===== src/rtl/serial_pkg.sv =====
// rtl/serial_pkg.sv - shared state encoding and line levels for the serial transmitter
package serial_pkg;

    typedef enum logic [2:0] {
        ST_IDLE   = 3'd0,
        ST_START  = 3'd1,
        ST_DATA   = 3'd2,
        ST_PARITY = 3'd3,
        ST_STOP   = 3'd4
    } state_e;

    localparam logic IDLE_LEVEL  = 1'b1;
    localparam logic START_LEVEL = 1'b0;
    localparam logic STOP_LEVEL  = 1'b1;

endpackage


===== src/rtl/serial_tx_baud_tick.sv =====
// rtl/serial_tx_baud_tick.sv - bit-period counter with synchronous clear and terminal-count tick
module baud_tick #(
    parameter int BAUD_DIV = 4
) (
    input  logic clk_i,
    input  logic rst_i,
    input  logic clr_i,
    output logic tick_o
);

    localparam int CW = (BAUD_DIV > 1) ? $clog2(BAUD_DIV) : 1;

    logic [CW-1:0] cnt_q;
    logic [CW-1:0] cnt_d;

    assign tick_o = (cnt_q == CW'(BAUD_DIV - 1));

    // Wrapping on the tick means every state entered on a tick starts from zero.
    always_comb begin
        cnt_d = cnt_q + 1'b1;
        if (clr_i || tick_o) begin
            cnt_d = '0;
        end
    end

    always_ff @(posedge clk_i) begin
        if (rst_i) begin
            cnt_q <= '0;
        end else begin
            cnt_q <= cnt_d;
        end
    end

endmodule


===== src/rtl/serial_tx.sv =====
// rtl/serial_tx.sv - UART-style serial transmitter; SERIAL_TX_PARITY_EN adds an even-parity bit
module serial_tx
    import serial_pkg::*;
#(
    parameter int DATA_W   = 8,
    parameter int BAUD_DIV = 4
) (
    input  logic              clk,
    input  logic              rst,
    input  logic              start,
    input  logic [DATA_W-1:0] data,
    output logic              tx,
    output logic              busy,
    output logic              done
);

    localparam int BW = (DATA_W > 1) ? $clog2(DATA_W) : 1;

    state_e            state_q, state_d;
    logic [DATA_W-1:0] shift_q, shift_d;
    logic [BW-1:0]     bit_q, bit_d;
    logic              tx_q, tx_d;
    logic              busy_q, busy_d;
    logic              done_q, done_d;
    logic              tick;
    logic              baud_clr;
`ifdef SERIAL_TX_PARITY_EN
    logic              par_q, par_d;
`endif

    assign baud_clr = (state_q == ST_IDLE);

    baud_tick #(
        .BAUD_DIV(BAUD_DIV)
    ) u_baud_tick (
        .clk_i (clk),
        .rst_i (rst),
        .clr_i (baud_clr),
        .tick_o(tick)
    );

    always_comb begin
        state_d = state_q;
        shift_d = shift_q;
        bit_d   = bit_q;
        done_d  = 1'b0;
`ifdef SERIAL_TX_PARITY_EN
        par_d   = par_q;
`endif
        unique case (state_q)
            ST_IDLE: begin
                if (start) begin
                    state_d = ST_START;
                    shift_d = data;
                    bit_d   = '0;
`ifdef SERIAL_TX_PARITY_EN
                    par_d   = ^data;
`endif
                end
            end
            ST_START: begin
                if (tick) state_d = ST_DATA;
            end
            ST_DATA: begin
                if (tick) begin
                    if (bit_q == BW'(DATA_W - 1)) begin
                        bit_d   = '0;
`ifdef SERIAL_TX_PARITY_EN
                        state_d = ST_PARITY;
`else
                        state_d = ST_STOP;
`endif
                    end else begin
                        bit_d   = bit_q + 1'b1;
                        shift_d = shift_q >> 1;
                    end
                end
            end
`ifdef SERIAL_TX_PARITY_EN
            ST_PARITY: begin
                if (tick) state_d = ST_STOP;
            end
`endif
            ST_STOP: begin
                if (tick) begin
                    state_d = ST_IDLE;
                    done_d  = 1'b1;
                end
            end
            default: state_d = ST_IDLE;
        endcase

        // Outputs are registered from the next state so they align with it.
        busy_d = (state_d != ST_IDLE);
        unique case (state_d)
            ST_START:  tx_d = START_LEVEL;
            ST_DATA:   tx_d = shift_d[0];
`ifdef SERIAL_TX_PARITY_EN
            ST_PARITY: tx_d = par_d;
`endif
            ST_STOP:   tx_d = STOP_LEVEL;
            default:   tx_d = IDLE_LEVEL;
        endcase
    end

    always_ff @(posedge clk) begin
        if (rst) begin
            state_q <= ST_IDLE;
            shift_q <= '0;
            bit_q   <= '0;
            tx_q    <= IDLE_LEVEL;
            busy_q  <= 1'b0;
            done_q  <= 1'b0;
`ifdef SERIAL_TX_PARITY_EN
            par_q   <= 1'b0;
`endif
        end else begin
            state_q <= state_d;
            shift_q <= shift_d;
            bit_q   <= bit_d;
            tx_q    <= tx_d;
            busy_q  <= busy_d;
            done_q  <= done_d;
`ifdef SERIAL_TX_PARITY_EN
            par_q   <= par_d;
`endif
        end
    end

    assign tx   = tx_q;
    assign busy = busy_q;
    assign done = done_q;

endmodule

===== config.mk =====
export PLATFORM = sky130hd
export DESIGN_NAME = serial_tx
export DESIGN_NICKNAME = d
export VERILOG_FILES = /design/src/rtl/serial_pkg.sv /design/src/rtl/serial_tx_baud_tick.sv /design/src/rtl/serial_tx.sv
export SDC_FILE = /design/constraint.sdc
export NUM_CORES = 1
export LEC_CHECK = 0
export ABC_AREA = 1
export BUFFER_PORTS_ARGS = -buffer_cell sky130_fd_sc_hd__buf_4
export CAP_MARGIN = 10
export CORE_MARGIN = 8
export CORE_UTILIZATION = 49
export DETAILED_ROUTE_END_ITERATION = 16
export GPL_TIMING_DRIVEN = 1
export PLACE_DENSITY = 0.83
export SLEW_MARGIN = 40
export SYNTH_ARGS = -nofsm -noshare
export SYNTH_HDL_FRONTEND = slang
export SYNTH_HIERARCHICAL = 1
export SYNTH_SLANG_ARGS = --single-unit

===== constraint.sdc =====
create_clock -name clk -period 1.5 [get_ports clk]
set_clock_uncertainty 0.15 [all_clocks]
set_input_delay 0.3 -clock clk [delete_from_list [all_inputs] [get_ports clk]]
set_output_delay 0.3 -clock clk [all_outputs]
set_load 0.02 [all_outputs]

# After elaboration in Yosys (flattened, before gate mapping)
# Index checks and enable logic that the tools add are counted.
# totals
reg_bits	19
output_inout_bits	3
# op_classes
n_addsub	2
eq_ne	10
n_mux	16
bitwise_logic	1
n_reduce_logical	8
# ops
op	count
$mux 3	8
$mux 8	3
$pmux 8 s2	1
$pmux 3 s4	1
$eq 3x1->1 const B	2
$eq 3x2->1 const B	2
$eq 3x3->1 const B	2
$pmux 3 s2	1
$ne 2x2->1 const B	2
$reduce_and 4->1	1
$reduce_or 2->1	2
$add 3x1->3 const B	1
$logic_not 3->1	1
$reduce_and 3->1	1
$reduce_bool 3->1	1
$add 2x1->2 const B	1
$eq 2x2->1 const B	1
$ne 2x1->1 const B	1
$pmux 1 s2	1
$reduce_bool 2->1	1
$logic_or 1x1->1	1
$mux 1	1
$not 1->1	1

# Depth between registers and ports, before layout
# Gate-level depths: netlist (run 1).
# depth
ltp_word	6
mapped_depth	8
depth_no_buf	8

# Modules after synthesis
# The synthesis (run 1) kept the hierarchy.
# by_module_without_submodules
mod	instances	cells_each	area_per_inst_um2	seq_area_each_um2
serial_tx	1	122	868.3	340.3
baud_tick	1	9	75.1	40.0

# Worst setup path before layout (run 1)
# Ideal clock, no wire load.
# synth_path
path_type	reg2reg
from	reg bit_q[0]
to	reg shift_q[1]
arrival_ns	1.269
t_required_ns	1.282
setup_slack_ns	0.013
path_stages_with_launch	9
path_cell_list	dfxtp_1 > ha_1 > ha_1 > nor2_4 > nand3_4 > buf_6 > nor2_2 > nor2_1 > a21oi_2
# synth_between
elab_chain_cells	3
# synth_lines
item	line_no	text
from (decl)	serial_tx.sv:21	logic [BW-1:0] bit_q, bit_d;
from (signal assigned)	serial_tx.sv:120	bit_q <= bit_d;
$eq 3x3->1	serial_tx.sv:66	if (bit_q == BW'(DATA_W - 1)) begin
$ne 2x2->1 (no line)	--	
$reduce_and 4->1 (no line)	--	
to (signal assigned)	serial_tx.sv:119	shift_q <= shift_d;
to (decl)	serial_tx.sv:20	logic [DATA_W-1:0] shift_q, shift_d;
# Every way passes these cells.
# A chain may end at the register's enable or synchronous reset.

# Worst setup path after layout (run 1)
# layout_path
from	reg bit_q[0]
to	reg shift_q[4]
# The elaborated chain is that of the path after synthesis.

==> impl_summary.txt, run 1 <==
----------------------------------------------------
[Drt]
  First-pass detailed-route iteration total ... 4
  Routed wirelength normalized by instance count ... 12.53 um
  1st-iter DRT viols ... 58
  Vias per Instance ... 4.977
  Overall routed net length ... 2217 um
  Vias ... ~880
  Number of nets with antenna violations after routing ... 0
  Post-route DRC violation count ... 0

[Pwr]
  Lkg Pwr ... between 0.0005 and 0.0006 uW
  Design Power ... 946.5 uW
  Areal power density over the cells ... 813.4 mW/mm2
  VDD IR max ... between 0.6 and 0.7 mV

[Floorplan]
  Die outline width ... approximately 60 um
  Top-level port count ... 14
  Chip height ... 59.88 um
  Starting utilization of the core area ... 0.5013
  Row cnt ... 16
  Core region area ... 0.001882 mm2
  Die Area ... 0.003586 mm2

[Layout]
  Fill cell total of the finished layout ... 171
  Post-layout util ... 0.6184
  Register cell area after layout ... a little under 400 um2
  Area added between synthesis and finish ... 23.34%
  Final Instance Area ... about 0.0012 mm2
  Share of cells above drive strength 1 ... 0.2933
  Number of nets at the end of the flow ... 165
  Area taken by multi-input logic gates ... between 400 and 500 um2
  Number of diodes added for antenna fixing ... 0

[Hold path]
  Hold Crit Depth ... 2
  Worst hold-check path type ... in2reg

[Logic synthesis]
  Number of register bits inferred by synthesis ... 19
  Compound-cell area share of the yosys netlist ... 0.09284
  Fraction of synthesized area in multiplexers ... 0
  Post-Synth Simple-Gate Area ... 0.3528
  Xor-xnor portion of the synthesized cell area ... 0
  Post-Synthesis Mean Instance Area ... roughly 7.2 um2
  Yosys top cell by area ... dfxtp_1
  Cell Area, Synth ... 943.4 um2
  Post-synthesis net count ... roughly 150
  Synth area leaders ... dfxtp_1 (40%), nand2_1 (9.2%), nor2_1 (8.8%)
  Count of yosys warnings during synthesis ... 6
  Sequential share of the synthesized area ... 0.4032
  Synthesized-area fraction occupied by adder cells ... 0.03979
  Number of standard cells after synthesis ... about 130
  Synth unique cells ... 21
  Main combinational cell family by area after synthesis ... simple AND/OR/NAND/NOR gates
  Area share of the largest cell type after synthesis ... 0.4032

[CTS]
  Number of buffers created by CTS ... 3
  Total number of H-tree levels ... 1
  Reg clk slew, reported paths ... 0.10 ns
  Cts hold-fix bufs ... 0
  Clk Tree Root Cell ... clkbuf_4
  CTS tree ... built
  Worst-Skew Late Latency ... ~0.3 ns
  Maximum clock insertion buffer count ... 2
  Sink count of the clock tree ... 19

[Placed design]
  RD Place Congestion ... 0.9050
  DPL Wire Length ... approximately 1500 um
  Buffers added on ports ... 13
  Pre-CTS WS ... -0.08962 ns
  Post-placement cell area ... 0.001084 mm2

[STA]
  Achievable Freq ... roughly 660 MHz
  Share of the clock period used by the worst path after layout ... 1.007
  Setup violations, final ... 1
  Final hold violation count ... 0
  Slew at the pin closest to its max-slew limit ... ~0.27 ns
  Period minus WS final ... around 1.5 ns
  Setup_tns ... -0.01083 ns
  Slew HR ... 0.8194
  Setup repair after global routing missed its margin ... yes
  Final critical-path setup slack ... -0.01083 ns
  Number of pins exceeding their max-slew limit in the final report ... 0

[Global routing]
  Pin count of the biggest net entering global routing ... 14
  Initial antenna violation count ... 0
  Busiest layer in global routing ... met2
  Met3 GRT Util ... 0.03871
  Global-route usage over all layers ... 0.1276
  GR Layer Usage met1 ... 0.1227
  Wire length of the first global-routing pass ... about 3500 um
  Number of global-route vias before repair ... about 890
  Met2 usage ... 0.2262
  Total grt overflow ... 0

[Critical path]
  Depth of the most critical reg-to-reg path ... 8
  Crit Path Class ... reg2reg
  Worst Setup Start Kind ... register
  Worst EP required ... about 1.6 ns
  Signal arrival time at the worst endpoint ... approximately 1.6 ns
  Maximum fanout along the worst path ... 13
  Type of element capturing the critical path ... register

[Status]
  Violated checks ... setup timing
  Outcome ... finished, violations left

[Run]
  Number of maximum-capacitance violations ... 0

----------------------------------------------------
[power by group]
group / switching, uW / internal, uW / total [uW]
combinational: 79.3 / 64.4 / 144
clock: 151 / 104 / 255
sequential: 16.4 / 531 / 548
[cells in the mapped netlist]
master	number
nand2_1	23
nor2_1	22
dfxtp_1	19
inv_1	19
nand3_1	13
a21oi_1	7
nor2_2	4
a21oi_2	3
ha_1	3
o21ai_0	3
buf_6	2
inv_2	2
nand4_1	2
nor2_4	2
and2_1	1
clkbuf_1	1
nand3_2	1
nand3_4	1
nor3_1	1
o21ai_1	1
o22ai_1	1
[flip-flops by register name (all words and copies together), names as in the netlist]
name and cells:
busy 1, shift_q 8, done 1, u_baud_tick/cnt_q 2, state_q 3, tx 1
bit_q 3
[layer usage]
layer / vias to the layer above / wire, um
li1: 450 / -
met1: 401 / 880
met2: 23 / 1161
met3: 7 / 122
met4: 0 / 52
met5: - / 0
[final timing paths]
kind / start / endpoint / slack [ns]
worst max-delay path: bit_q[0]$_SDFFE_PP0P_ / shift_q[4]$_SDFFE_PP0P_ / -0.01
worst max register to register: bit_q[0]$_SDFFE_PP0P_ / shift_q[4]$_SDFFE_PP0P_ / -0.01
worst min register to register: u_baud_tick/cnt_q[0]$_SDFF_PP0_ / u_baud_tick/cnt_q[0]$_SDFF_PP0_ / 0.30
worst min-delay path: rst / shift_q[6]$_SDFFE_PP0P_ / 0.09
[area by class of cell]
cell class | count | area share
Clock buffer | 4 | 0.02258
Inverter | 21 | 0.06774
Multi-Input combinational cell | 88 | 0.4237
Sequential cell | 19 | 0.3301
Tap cell | 27 | 0.02903
Timing Repair Buffer | 18 | 0.1269
[cell families after synthesis]
group,count (synthesis)
AO/OA/AOI/OAI,15
flip-flops,19
AND/OR/NAND/NOR,70
adder cells (fa/ha/maj),3
buffers and inverters,24
[layout by cell type (no fill, tap or decap), drive strengths merged]
cell | netlist | final
a21oi | 10 | 10
and2 | 1 | 1
buf | 2 | 18
clkbuf | 1 | 4
dfxtp | 19 | 19
ha | 3 | 3
inv | 21 | 21
nand2 | 23 | 23
nand3 | 15 | 15
nand4 | 2 | 2
nor2 | 28 | 28
nor3 | 1 | 1
o21ai | 4 | 4
o22ai | 1 | 1
[through the flow]
step / std cells / hold WS, ns
6_report: 177 / 0.08922
5_1_grt: 177 / 0.08271
4_1_cts: 176 / 0.08524
3_5_place_dp: 171 / 0.2806
3_3_place_gp: 171 / 0.2553
2_1_floorplan: 131 / 0.2473
[worst max-delay path, stage by stage (launching register included)]
cell and delay (ns):
dfxtp_2 0.35, ha_4 0.16, ha_4 0.17, nor2_4 0.12, nand3_4 0.09, buf_12 0.16, nor2_1 0.08, nor2_1 0.04
a21oi_1 0.12
[repair_timing]
item                       CTS  global route
resized for setup            6             7
pin swaps                    1             2
setup buffers                1             1
hold endpoints to repair     0             0
setup endpoints to repair   11             9
Note: power is estimated with default switching activity, not from simulation.
==> run 2, diff against run 1 <==
PLACE_DENSITY = 0.77   (was 0.83)
==> impl_summary.txt, run 2 (same netlist as run 1, synthesis figures left out) <==
----------------------------------------------------
[Critical path]
  Type of element capturing the critical path ... register
  Worst reg-to-reg setup slack ... -0.008 ns (about the same)
  Maximum fanout along the worst path ... 13 (unchanged)
  Critical register-to-register path endpoint ... shift_q[1]$_SDFFE_PP0P_
  Crit Path Class ... reg2reg
  Worst Setup Start Kind ... register
  Launch point of the worst reg-to-reg path ... bit_q[0]$_SDFFE_PP0P_
  Signal arrival time at the worst endpoint ... 1.60 ns (about the same)
  Depth of the most critical reg-to-reg path ... 8 (unchanged)
  Worst EP required ... 1.59 ns (about the same)

[Drt]
  Number of nets with antenna violations after routing ... 0 (unchanged)
  Vias ... 890 (+1.0%)
  Post-route DRC violation count ... 0 (unchanged)
  1st-iter DRT viols ... 21 (-64%)
  Routed wirelength normalized by instance count ... 12.11 um (-3.3%)
  Overall routed net length ... 2180 um (-1.7%)
  Vias per Instance ... 4.944 (-0.66%)
  First-pass detailed-route iteration total ... 5 (+1)

[Run]
  Number of maximum-capacitance violations ... 0 (unchanged)

[Status]
  Violated checks ... setup timing
  Outcome ... finished, violations left

[Floorplan]
  Die Area ... 0.003586 mm2 (unchanged)
  Starting utilization of the core area ... 0.5013 (unchanged)
  Core region area ... 0.001882 mm2 (unchanged)
  Die outline width ... 59.88 um (unchanged)
  Row cnt ... 16 (unchanged)
  Top-level port count ... 14 (unchanged)
  Chip height ... 59.88 um (unchanged)

[CTS]
  Worst-Skew Late Latency ... 0.30 ns (about the same)
  CTS tree ... built
  Number of buffers created by CTS ... 3 (unchanged)
  Reg clk slew, reported paths ... 0.11 ns (about the same)
  Total number of H-tree levels ... 1 (unchanged)
  Clk Tree Root Cell ... clkbuf_4
  Sink count of the clock tree ... 19 (unchanged)
  Maximum clock insertion buffer count ... 2 (unchanged)

[STA]
  Period minus WS final ... 1.508 ns (-0.002772 ns)
  Final hold violation count ... 0 (unchanged)
  Number of pins exceeding their max-slew limit in the final report ... 0 (unchanged)
  Achievable Freq ... 663.1 MHz (+0.18%)
  Setup repair after global routing missed its margin ... yes
  Setup violations, final ... 2 (+1)
  Slew at the pin closest to its max-slew limit ... 0.2345 ns (-0.03610 ns)
  Final critical-path setup slack ... -0.008058 ns (+0.002772 ns)
  Slew HR ... 0.8433 (+0.02393)
  Share of the clock period used by the worst path after layout ... 1.005 (-0.001848)

[Pwr]
  VDD IR max ... 0.6491 mV (+2.3%)
  Lkg Pwr ... 0.0005339 uW (+5.1%)
  Areal power density over the cells ... 797.5 mW/mm2 (-2.0%)

[Placed design]
  RD Place Congestion ... 0.8733 (-3.5%)
  Placed insts ... 174 (+1.8%)
  DPL Wire Length ... 1529 um (+1.3%)
  Pre-CTS WS ... -0.1197 ns (-0.03005 ns)
  Buffers added on ports ... 13 (unchanged)

[Layout]
  Largest registers ... shift_q x8, bit_q x3, state_q x3
  Share of cells above drive strength 1 ... 0.3203 (+0.02693)
  Number of flip-flops in the largest register ... 8 (unchanged)
  Register bank with the most flops ... shift_q
  Area added between synthesis and finish ... 27.59%
  Commonest cells after routing, fill and taps aside ... nand2_1 (22), nor2_1 (20), buf_4 (20), inv_1 (18), dfxtp_1 (16)
  Final Instance Count excl. Fillers ... 180 (+1.7%)
  Number of nets at the end of the flow ... 168 (+1.8%)
  Most common cell after layout, fill and taps aside ... nand2_1
  Number of diodes added for antenna fixing ... 0 (unchanged)

[Hold path]
  Worst min-delay path endpoint ... shift_q[5]$_SDFFE_PP0P_
  Hold Crit Depth ... 2 (unchanged)
  Worst hold-check path type ... in2reg
  Startpoint of the worst hold path ... rst

[Global routing]
  Met2 usage ... 0.2385 (+0.01231)
  Busiest layer in global routing ... met2
  Initial antenna violation count ... 0 (unchanged)
  Wire length of the first global-routing pass ... 3574 um (+3.0%)
  Pin count of the biggest net entering global routing ... 14 (unchanged)
  Number of global-route vias before repair ... 853 (-3.8%)
  Met3 GRT Util ... 0.02366 (-0.01505)
  Global-route usage over all layers ... 0.1310 (+0.003462)
  Total grt overflow ... 0 (unchanged)
  GR Layer Usage met1 ... 0.1312 (+0.008512)

----------------------------------------------------
==> run 2: power by group <==
part / internal, uW / switching [uW] / total, uW / leakage [uW]
Sequential: 531 / 15.8 / 547 / 0.000157
Clock: 104 / 161 / 265 / 0.0000150
Combinational: 66.8 / 80.8 / 148 / 0.000362
Total: 702 / 258 / 960 / 0.000534
==> run 2: worst max-delay path by stage <==
stage	slack [ns]	startpoint	end	depth (start not counted)
global placement	-0.04	bit_q[0]$_SDFFE_PP0P_	shift_q[2]$_SDFFE_PP0P_	8
global route	-0.06	bit_q[0]$_SDFFE_PP0P_	shift_q[6]$_SDFFE_PP0P_	8
finish	-0.008	bit_q[0]$_SDFFE_PP0P_	shift_q[1]$_SDFFE_PP0P_	8
detailed placement	-0.12	bit_q[0]$_SDFFE_PP0P_	shift_q[3]$_SDFFE_PP0P_	8
CTS	-0.006	bit_q[0]$_SDFFE_PP0P_	shift_q[3]$_SDFFE_PP0P_	8
floorplan	0.01	bit_q[0]$_SDFFE_PP0P_	shift_q[1]$_SDFFE_PP0P_	8
==> run 2: metal layers <==
metal	wire length [um]	vias to the layer above
li1	-	455
met1	897	407
met2	1132	22
met3	89	6
met4	61	0
met5	0	-
==> run 2: through the flow <==
stage               power [uW]   TNS [ns]  hold slack, ns    util  area, um2
finish                   959.9   -0.01025         0.09891  0.6396       1204
floorplan                642.3          0          0.2473       -      943.4
global placement         684.6    -0.1493          0.2549  0.5878       1106
detailed placement       689.9    -0.7090          0.2637  0.5878       1106
global route             997.1    -0.3863          0.1014  0.6396       1204
CTS                      953.5  -0.008600         0.09338  0.6184       1164
==> run 2: area by class of cell <==
cell class | count | area (um2)
fillers | 175 | 678.2
repair buffers | 21 | 170.2
multi-input cells | 88 | 508.0
clock buffers | 4 | 26.28
inverters | 21 | 81.33
flip-flops and latches | 19 | 384.1
well taps | 27 | 33.78
==> run 2: what timing repair did <==
action,4_1_cts,5_1_grt
setup buffers,0,2
pin swaps,1,2
resized for setup,7,10
setup endpoints to repair,12,11
hold buffers,0,0
==> run 2: worst max-delay path: stages (launching register included) <==
cell and delay [ns]:
dfxtp_2 0.35, ha_4 0.16, ha_4 0.16, nor2_4 0.12, nand3_4 0.09, buf_12 0.16
nor2_2 0.08, nor2_1 0.06, a21oi_2 0.11
